<file path="src/rtl/me_msad_tracker.sv">
// Row-batched minimum-SAD tracker: tree-reduces each candidate row (stage 1) and folds it into
// a running minimum over ROWS search rows (stage 2), with optional threshold early termination.
module me_msad_tracker #(
   parameter int CANDIDATES    = 16,
   parameter int SAD_BIT_WIDTH = 14,
   parameter int ROWS          = 17,
   parameter int COL_BITS      = 5,
   parameter int ROW_BITS      = 5
) (
   input  logic                                clk,
   input  logic                                rst,
   input  logic                                start_i,
   input  logic                                sad_valid_i,
   input  logic [CANDIDATES*SAD_BIT_WIDTH-1:0] sad_batch_i,
   input  logic [COL_BITS-1:0]                 col_base_i,
   input  logic [SAD_BIT_WIDTH-1:0]            thresh_i,
   output logic                                busy_o,
   output logic [SAD_BIT_WIDTH-1:0]            msad_o,
   output logic [COL_BITS-1:0]                 msad_column_o,
   output logic [ROW_BITS-1:0]                 msad_row_o,
   output logic                                data_valid_o,
   output logic                                early_term_o
);

   localparam int LEVELS = $clog2(CANDIDATES);
   localparam int NLEAF  = 1 << LEVELS;
   localparam logic [ROW_BITS-1:0] LAST_ROW = ROW_BITS'(ROWS - 1);

   typedef enum logic [1:0] {S_IDLE, S_SEARCH, S_DRAIN} state_t;

   state_t                     state_q;
   logic [ROW_BITS-1:0]        row_cnt_q;
   logic [SAD_BIT_WIDTH-1:0]   thresh_q;

   logic                       s1_valid_q;
   logic [SAD_BIT_WIDTH-1:0]   s1_val_q;
   logic [COL_BITS-1:0]        s1_col_q;
   logic [ROW_BITS-1:0]        s1_row_q;

   logic [SAD_BIT_WIDTH-1:0]   min_val_q, min_val_d;
   logic [COL_BITS-1:0]        min_col_q, min_col_d;
   logic [ROW_BITS-1:0]        min_row_q, min_row_d;

   logic                       busy_q, data_valid_q, early_term_q;
   logic [SAD_BIT_WIDTH-1:0]   msad_q;
   logic [COL_BITS-1:0]        msad_col_q;
   logic [ROW_BITS-1:0]        msad_row_q;

   // Binary min tree; pad leaves hold all-ones on the right so real columns win any tie.
   for (genvar l = 0; l <= LEVELS; l++) begin : g_lvl
      localparam int NODES = NLEAF >> l;
      logic [SAD_BIT_WIDTH-1:0] val [NODES];
      logic [LEVELS-1:0]        idx [NODES];
      for (genvar n = 0; n < NODES; n++) begin : g_node
         if (l == 0) begin : g_leaf
            if (n < CANDIDATES) begin : g_real
               assign val[n] = sad_batch_i[n*SAD_BIT_WIDTH +: SAD_BIT_WIDTH];
            end else begin : g_pad
               assign val[n] = '1;
            end
            assign idx[n] = LEVELS'(n);
         end else begin : g_cmp
            logic pick_right;
            assign pick_right = g_lvl[l-1].val[2*n+1] < g_lvl[l-1].val[2*n];
            assign val[n] = pick_right ? g_lvl[l-1].val[2*n+1] : g_lvl[l-1].val[2*n];
            assign idx[n] = pick_right ? g_lvl[l-1].idx[2*n+1] : g_lvl[l-1].idx[2*n];
         end
      end
   end

   logic [SAD_BIT_WIDTH-1:0] tree_val;
   logic [COL_BITS-1:0]      tree_col;
   assign tree_val = g_lvl[LEVELS].val[0];
   assign tree_col = col_base_i + COL_BITS'(g_lvl[LEVELS].idx[0]);

   logic accept, take_s1, early_hit, last_row;
   assign accept    = (state_q == S_SEARCH) && sad_valid_i;
   assign take_s1   = (s1_row_q == '0) || (s1_val_q < min_val_q);
   assign early_hit = (thresh_q != '0) && (s1_val_q <= thresh_q);
   assign last_row  = (s1_row_q == LAST_ROW);

   always_comb begin
      min_val_d = min_val_q;
      min_col_d = min_col_q;
      min_row_d = min_row_q;
      if (take_s1) begin
         min_val_d = s1_val_q;
         min_col_d = s1_col_q;
         min_row_d = s1_row_q;
      end
   end

   always_ff @(posedge clk) begin
      if (rst) begin
         state_q      <= S_IDLE;
         row_cnt_q    <= '0;
         thresh_q     <= '0;
         s1_valid_q   <= 1'b0;
         s1_val_q     <= '0;
         s1_col_q     <= '0;
         s1_row_q     <= '0;
         min_val_q    <= '0;
         min_col_q    <= '0;
         min_row_q    <= '0;
         busy_q       <= 1'b0;
         data_valid_q <= 1'b0;
         early_term_q <= 1'b0;
         msad_q       <= '0;
         msad_col_q   <= '0;
         msad_row_q   <= '0;
      end else begin
         data_valid_q <= 1'b0;
         early_term_q <= 1'b0;
         if (data_valid_q) busy_q <= 1'b0;

         if (start_i) begin
            state_q    <= S_SEARCH;
            row_cnt_q  <= '0;
            thresh_q   <= thresh_i;
            s1_valid_q <= 1'b0;
            min_val_q  <= '0;
            min_col_q  <= '0;
            min_row_q  <= '0;
            busy_q     <= 1'b1;
         end else begin
            s1_valid_q <= accept;
            if (accept) begin
               s1_val_q  <= tree_val;
               s1_col_q  <= tree_col;
               s1_row_q  <= row_cnt_q;
               row_cnt_q <= row_cnt_q + 1'b1;
               if (row_cnt_q == LAST_ROW) state_q <= S_DRAIN;
            end
            // NOTE: the later nonblocking assignments below win, so a finishing row
            // discards whatever stage 1 is loading this same cycle.
            if (s1_valid_q) begin
               min_val_q <= min_val_d;
               min_col_q <= min_col_d;
               min_row_q <= min_row_d;
               if (early_hit || last_row) begin
                  msad_q       <= min_val_d;
                  msad_col_q   <= min_col_d;
                  msad_row_q   <= min_row_d;
                  data_valid_q <= 1'b1;
                  early_term_q <= early_hit;
                  state_q      <= S_IDLE;
                  s1_valid_q   <= 1'b0;
               end
            end
         end
      end
   end

   assign busy_o        = busy_q;
   assign msad_o        = msad_q;
   assign msad_column_o = msad_col_q;
   assign msad_row_o    = msad_row_q;
   assign data_valid_o  = data_valid_q;
   assign early_term_o  = early_term_q;

endmodule

</file>
<file path="config.mk">
export PLATFORM = sky130hd
export DESIGN_NAME = me_msad_tracker
export DESIGN_NICKNAME = d
export VERILOG_FILES = /design/src/rtl/me_msad_tracker.sv
export SDC_FILE = /design/constraint.sdc
export NUM_CORES = 1
export LEC_CHECK = 0
export ABC_AREA = 1
export CORE_UTILIZATION = 45
export DETAILED_ROUTE_END_ITERATION = 10
export GPL_TIMING_DRIVEN = 0
export HOLD_SLACK_MARGIN = 0.06
export PLACE_DENSITY_LB_ADDON = 0.12
export RECOVER_POWER = 100
export SYNTH_ARGS = -nofsm -noshare
export SYNTH_HDL_FRONTEND = slang
export SYNTH_SLANG_ARGS = --single-unit
</file>
<file path="constraint.sdc">
create_clock -name clk -period 8.95 [get_ports clk]
set_clock_uncertainty 0.2 [all_clocks]
set_input_delay 1.79 -clock clk [delete_from_list [all_inputs] [get_ports clk]]
set_output_delay 1.79 -clock clk [all_outputs]
set_load 0.01 [all_outputs]
</file>
Yosys cells after proc, flatten, opt, wreduce, memory -nomap -nowiden. Cells that the tools add are included.

Register bits after elaboration: 97. Bits in latches: 0. RAM bits: 0. Memory bits (read-only): 0. Input bits: 247. Output and inout port bits: 27. Logic and storage cells: 97. Memories: 0.

$add $sub $neg: 2. Multipliers: 0. Divide/modulo/power cells: 0. Magnitude comparators: 17. Eq/ne operators: 3. Shift operators: 0. Multiplexer cells: 43. Bitwise logic cells: 3. Reductions and logical operators: 12.

Operator list (number): $lt A14 B14 Y1 (16); $mux W14 (16); $mux W2 (8); $le A14 B14 Y1 (1); $mux W1 (14); $reduce_bool A14 Y1 (1); $eq A5 B5 Y1 const B (2); $mux W5 (2); $mux W3 (2); $add A5 B1 Y5 const B (1); $add A5 B4 Y5 (1); $logic_not A5 Y1 (1); $mux W4 (1); $reduce_or A4 Y1 (1); $not A1 Y1 (3); $reduce_and A3 Y1 (1); $reduce_or A3 Y1 (1); $eq A2 B1 Y1 const B (1); $logic_and A1 B1 Y1 (2); $logic_or A1 B1 Y1 (2); $reduce_and A2 Y1 (1); $reduce_bool A2 Y1 (1); $reduce_or A2 Y1 (1).

Depth between registers and ports, before layout.
Word-level depth: 9. Depth in mapped cells: 51. Mapped depth without buffers: 48.

Least setup slack after synthesis. No wires, ideal clock.

Path kind: input to register. Start point: input port sad_batch_i[97]. End point: register s1_col_q[4]. Library setup time: 0.117 ns. Arrival: 8.603 ns. Required time: 8.633 ns. Path slack: 0.030 ns. Stages on the path: 47. Path buffers: 4. Cell sequence: inv_1 -> ha_1 -> nand2_1 -> nor2_2 -> nand2_1 -> nor2_2 -> nand2_2 -> nand2_4 -> clkbuf_1 -> nor2_1 -> a21oi_1 -> ha_1 -> nand2_1 -> inv_1 -> nand3_1 -> a31oi_1 -> a2111oi_0 -> nand2_2 -> [11 not listed] -> clkbuf_1 -> o21ai_0 -> ha_1 -> a21oi_1 -> o21ai_0 -> nand3_1 -> a21oi_1 -> a211oi_1 -> nand2_4 -> buf_6 -> nand3b_1 -> nand2_1 -> ha_1 -> fa_1 -> a31oi_1 -> nor2_1 -> o221ai_1 -> inv_1.

Word-level cells in the longest chain between the ends: 9. Elaborated cells on any way between the ends: 12. Classes of those cells: 1 x add/sub; 4 x order compare; 7 x mux.

Ends and longest elaborated chain: start, declared (RTL line 14) `input logic [CANDIDATES*SAD_BIT_WIDTH-1:0] sad_batch_i,`; $lt A14 B14 Y1 (RTL line 64) `assign pick_right = g_lvl[l-1].val[2*n+1] < g_lvl[l-1].val[2*n];`; $mux W14 (RTL line 65) `assign val[n] = pick_right ? g_lvl[l-1].val[2*n+1] : g_lvl[l-1].val[2*n];`; $lt A14 B14 Y1 (RTL line 64); $mux W14 (RTL line 65); $lt A14 B14 Y1 (RTL line 64); $mux W14 (RTL line 65); $lt A14 B14 Y1 (RTL line 64); $mux W4 (*) (RTL line 66) `assign idx[n] = pick_right ? g_lvl[l-1].idx[2*n+1] : g_lvl[l-1].idx[2*n];`; $add A5 B4 Y5 (*) (RTL line 74) `assign tree_col = col_base_i + COL_BITS'(g_lvl[LEVELS].idx[0]);`; end signal, assigned (RTL line 129) `s1_col_q <= tree_col;`; end, declared (RTL line 37) `logic [COL_BITS-1:0] s1_col_q;`.

Every way passes the cells marked *; elsewhere a longest branch is shown, timed or not. A chain may end at the register's enable or synchronous reset.

Final worst setup path.
Start point: input port sad_batch_i[149]. End point: register s1_col_q[4].

Same word-level chain as after synthesis.

==> results.md <==
* Dpl ws at -2.01 ns
* # setup viols final at 0
* Setup CP Type: primary input to flop
* Grt ovf at 0
* Final setup margin at 0.227 ns
* Largest net degree at the start of global routing at 16
* Worst Max-Slew Pin Slew at 0.660 ns
* Worst R2R Start: s1_val_q[5]$_SDFFE_PP0P_
* Drc violations at 0
* Post-synth ARST share at 0%
* Ant diodes at 0
* Share of layout cells above drive strength 1 at 13.6%
* Number of top-level pins at 274
* # clock sinks at 97
* Drt initial violations at 792
* Vias in the first global route at 12200
* Total CTS buffers at 9
* Final Hold Viols at 0
* Std-Cell Rows at 58
* Mean post-synth cell area at 6.14 um2
* Hold Path End: busy_o$_SDFFE_PP0P_
* Initial core utilization at 46.4%
* Max-Cap Viols at 0
* H-tree levels at 3
* Vias at 13600
* Placement Cell Area at 15000 um2
* FF-to-FF End: msad_o[10]$_SDFFE_PP0P_
* Via/cell ratio at 5.23
* Synth Cell Area at 11800 um2
* Tcrit/Tclk final at 97.5%
* TritonRoute pass-1 iters at 5
* # fillers at 2291
* Port Buf Inserts at 272
* Number of synthesized register bits at 97
* Worst Path Required at 9.04 ns
* Final instance area at 16800 um2
* Reg2reg setup slack at 5.23 ns
* CTS Buffer Depth at 2
* Clock Pin Slew Worst Setup and Hold Paths at 0.06 ns
* Register area share after synthesis at 16.4%
* Die W at 164 um
* Clock latency on the worst-skew pair at 0.35 ns
* Startpoint Class: primary input
* CTS tree: built
* CTS Hold Bufs at 0
* Final ANT Viol Nets at 0
* Routed wl met2 at 17.5 mm
* Hold Startpoint: busy_o$_SDFFE_PP0P_
* Post-synth cell types at 38
* Worst Hold Path Cells at 2
* Post-Syn Instances at 1924
* Die Ht at 164 um
* Top Metal Used: met4
* Wl on met1 at 16.9 mm
* Fin. max-slew vios at 0
* Routed WL at 37.3 mm
* Critical-path top delay cell: clkdlybuf4s50_1
* YS warnings at 0
* DP HPWL at 30.0 mm
* CP Max Fanout at 10
* Worst-case reg-to-reg path depth at 17
* RePlAce Congestion at 0.921
* Power density over the cells at 199 nW/um2
* First-pass GRT wire length at 57.0 mm
* Initial antenna violation count at 0
* Worst path arrival time at 8.82 ns
* Synthesis-to-finish area growth at 42.5%
* VDD IR-drop max at 166 uV
* Relative slew slack at 56.0%
* GRT Total Usage at 26.2%
* Top FF cell, synth: dfxtp_1
* Syn nets at 2400
* Worst setup EP type: flop
* Outcome: complete, no violations
* Metal3 WL at 1.77 mm
* Worst min path class: flop to flop
* Root buf cell: clkbuf_16
* Routed len/inst at 14.4 um
* F_max at 115 MHz
* Core Area at 25500 um2
* Minimum clock period after layout at 8.72 ns
* Die ar. at 26900 um2
* Leakage power at 8.29 nW
* Post-synth EDFFs at 0
* Post-layout net count at 2732
* Worst path max stage delay at 0.49 ns
how the worst max path moves through the flow:
| stage | start | to | slack, ns | cells after the start |
|---|---|---|---|---|
| floorplan | sad_batch_i[97] | s1_col_q[4]$_SDFFE_PP0P_ | 0.03 | 47 |
| global placement | sad_batch_i[205] | s1_col_q[4]$_SDFFE_PP0P_ | -1.85 | 48 |
| detailed placement | sad_batch_i[63] | s1_col_q[4]$_SDFFE_PP0P_ | -2.01 | 45 |
| CTS | sad_batch_i[205] | s1_col_q[4]$_SDFFE_PP0P_ | 0.0003 | 49 |
| global route | sad_batch_i[149] | s1_col_q[4]$_SDFFE_PP0P_ | -0.09 | 49 |
| finish | sad_batch_i[149] | s1_col_q[4]$_SDFFE_PP0P_ | 0.23 | 48 |
cell type report:
type	count	area [um2]	area share [%]
plain buffers	62	519	3.08
clock buffers	12	246	1.46
clock inverters	4	28.8	0.171
inverters	297	1140	6.77
multi-input cells	1467	9360	55.6
flip-flops and latches	97	1940	11.5
well taps	330	413	2.45
repair buffers	321	3180	18.9
repair inverters	1	5.00	0.0297
worst max-delay path, delay by kind of cell:
family,cells,cell delay [ns]
adder cells (fa/ha/maj),6,1.62
AO/OA/AOI/OAI,16,2.48
buffers and inverters,9,1.36
AND/OR/NAND/NOR,17,1.54
logic make-up (layout without fill, tap and decap cells):
group	Yosys count	after routing	share of synthesized area, %
simple gates	775	775	26.8
compound gates	460	460	20.7
buf+inv	360	697	11.5
fa+ha+maj	229	229	24.3
flops	97	97	16.4
mux	2	2	0.180
xor+xnor	1	1	0.0741
placed cells by master (no fill, tap or decap), drive strengths merged, types with 29 or more instances in the layout:
cell | netlist | final
clkbuf | 56 | 47
clkdlybuf4s50 | 0 | 241
nand2 | 559 | 559
nand3 | 56 | 56
inv | 290 | 292
buf | 7 | 76
a21oi | 161 | 161
dlygate4sd3 | 0 | 29
nor2 | 132 | 132
ha | 228 | 228
dfxtp | 97 | 97
o21ai | 267 | 267
power breakdown:
part / internal [mW] / switching [mW]
combinational: 1.06 / 1.45
clock: 0.196 / 0.162
sequential: 0.456 / 0.0245
total: 1.72 / 1.63
flip-flops by register name, indices dropped and copies added (netlist names):
| register | flops |
|---|---|
| row_cnt_q | 5 |
| s1_val_q | 14 |
| thresh_q | 14 |
| msad_row_o | 5 |
| data_valid_o | 1 |
| msad_column_o | 5 |
| min_val_q | 14 |
| msad_o | 14 |
| min_col_q | 5 |
| min_row_q | 5 |
| s1_valid_q | 1 |
| early_term_o | 1 |
| state_q | 2 |
| busy_o | 1 |
| s1_col_q | 5 |
| s1_row_q | 5 |
Yosys cell counts, drive strengths merged, types with 3 or more instances:
cell	count	share of area [%]
dfxtp	97	16
a21oi	161	7.1
nor3	10	0.42
o221ai	4	0.30
nand2	559	18
nand3	56	2.7
o211ai	3	0.19
a221oi	3	0.22
nand4	10	0.53
clkbuf	56	1.8
buf	7	0.33
ha	228	24
nor4	4	0.21
a211oi	13	0.83
inv	290	9.2
nor2	132	4.3
o21ai	267	11
o221a	3	0.29
clkinv	7	0.22
metrics by stage:
step / utilization [%] / std cells / TNS [ns] / power [mW] / hold slack, ns
floorplan: - / 1924 / 0 / 1.82 / 0.249
global placement: 58.7 / 2526 / -19.83 / 2.34 / 0.249
detailed placement: 58.7 / 2526 / -22.51 / 2.40 / 0.266
CTS: 61.7 / 2552 / 0 / 2.96 / 0.275
global route: 66.1 / 2591 / -0.165 / 3.64 / 0.291
finish: 66.1 / 2591 / 0 / 3.35 / 0.266
routing by layer:
layer  up-vias  GRT usage (%)
li1       6963              -
met1      6121           34.4
met2       398           44.5
met3        71           2.55
met4         0           8.96
met5         -              0
timing repair:
item,CTS,global route
gates resized for setup,183,231
gates cloned,0,5
endpoints found under the setup margin,19,15
endpoints found under the hold margin,0,0
buffers inserted,11,34
pin swaps,12,76
Power figures use the tool's default switching activity.
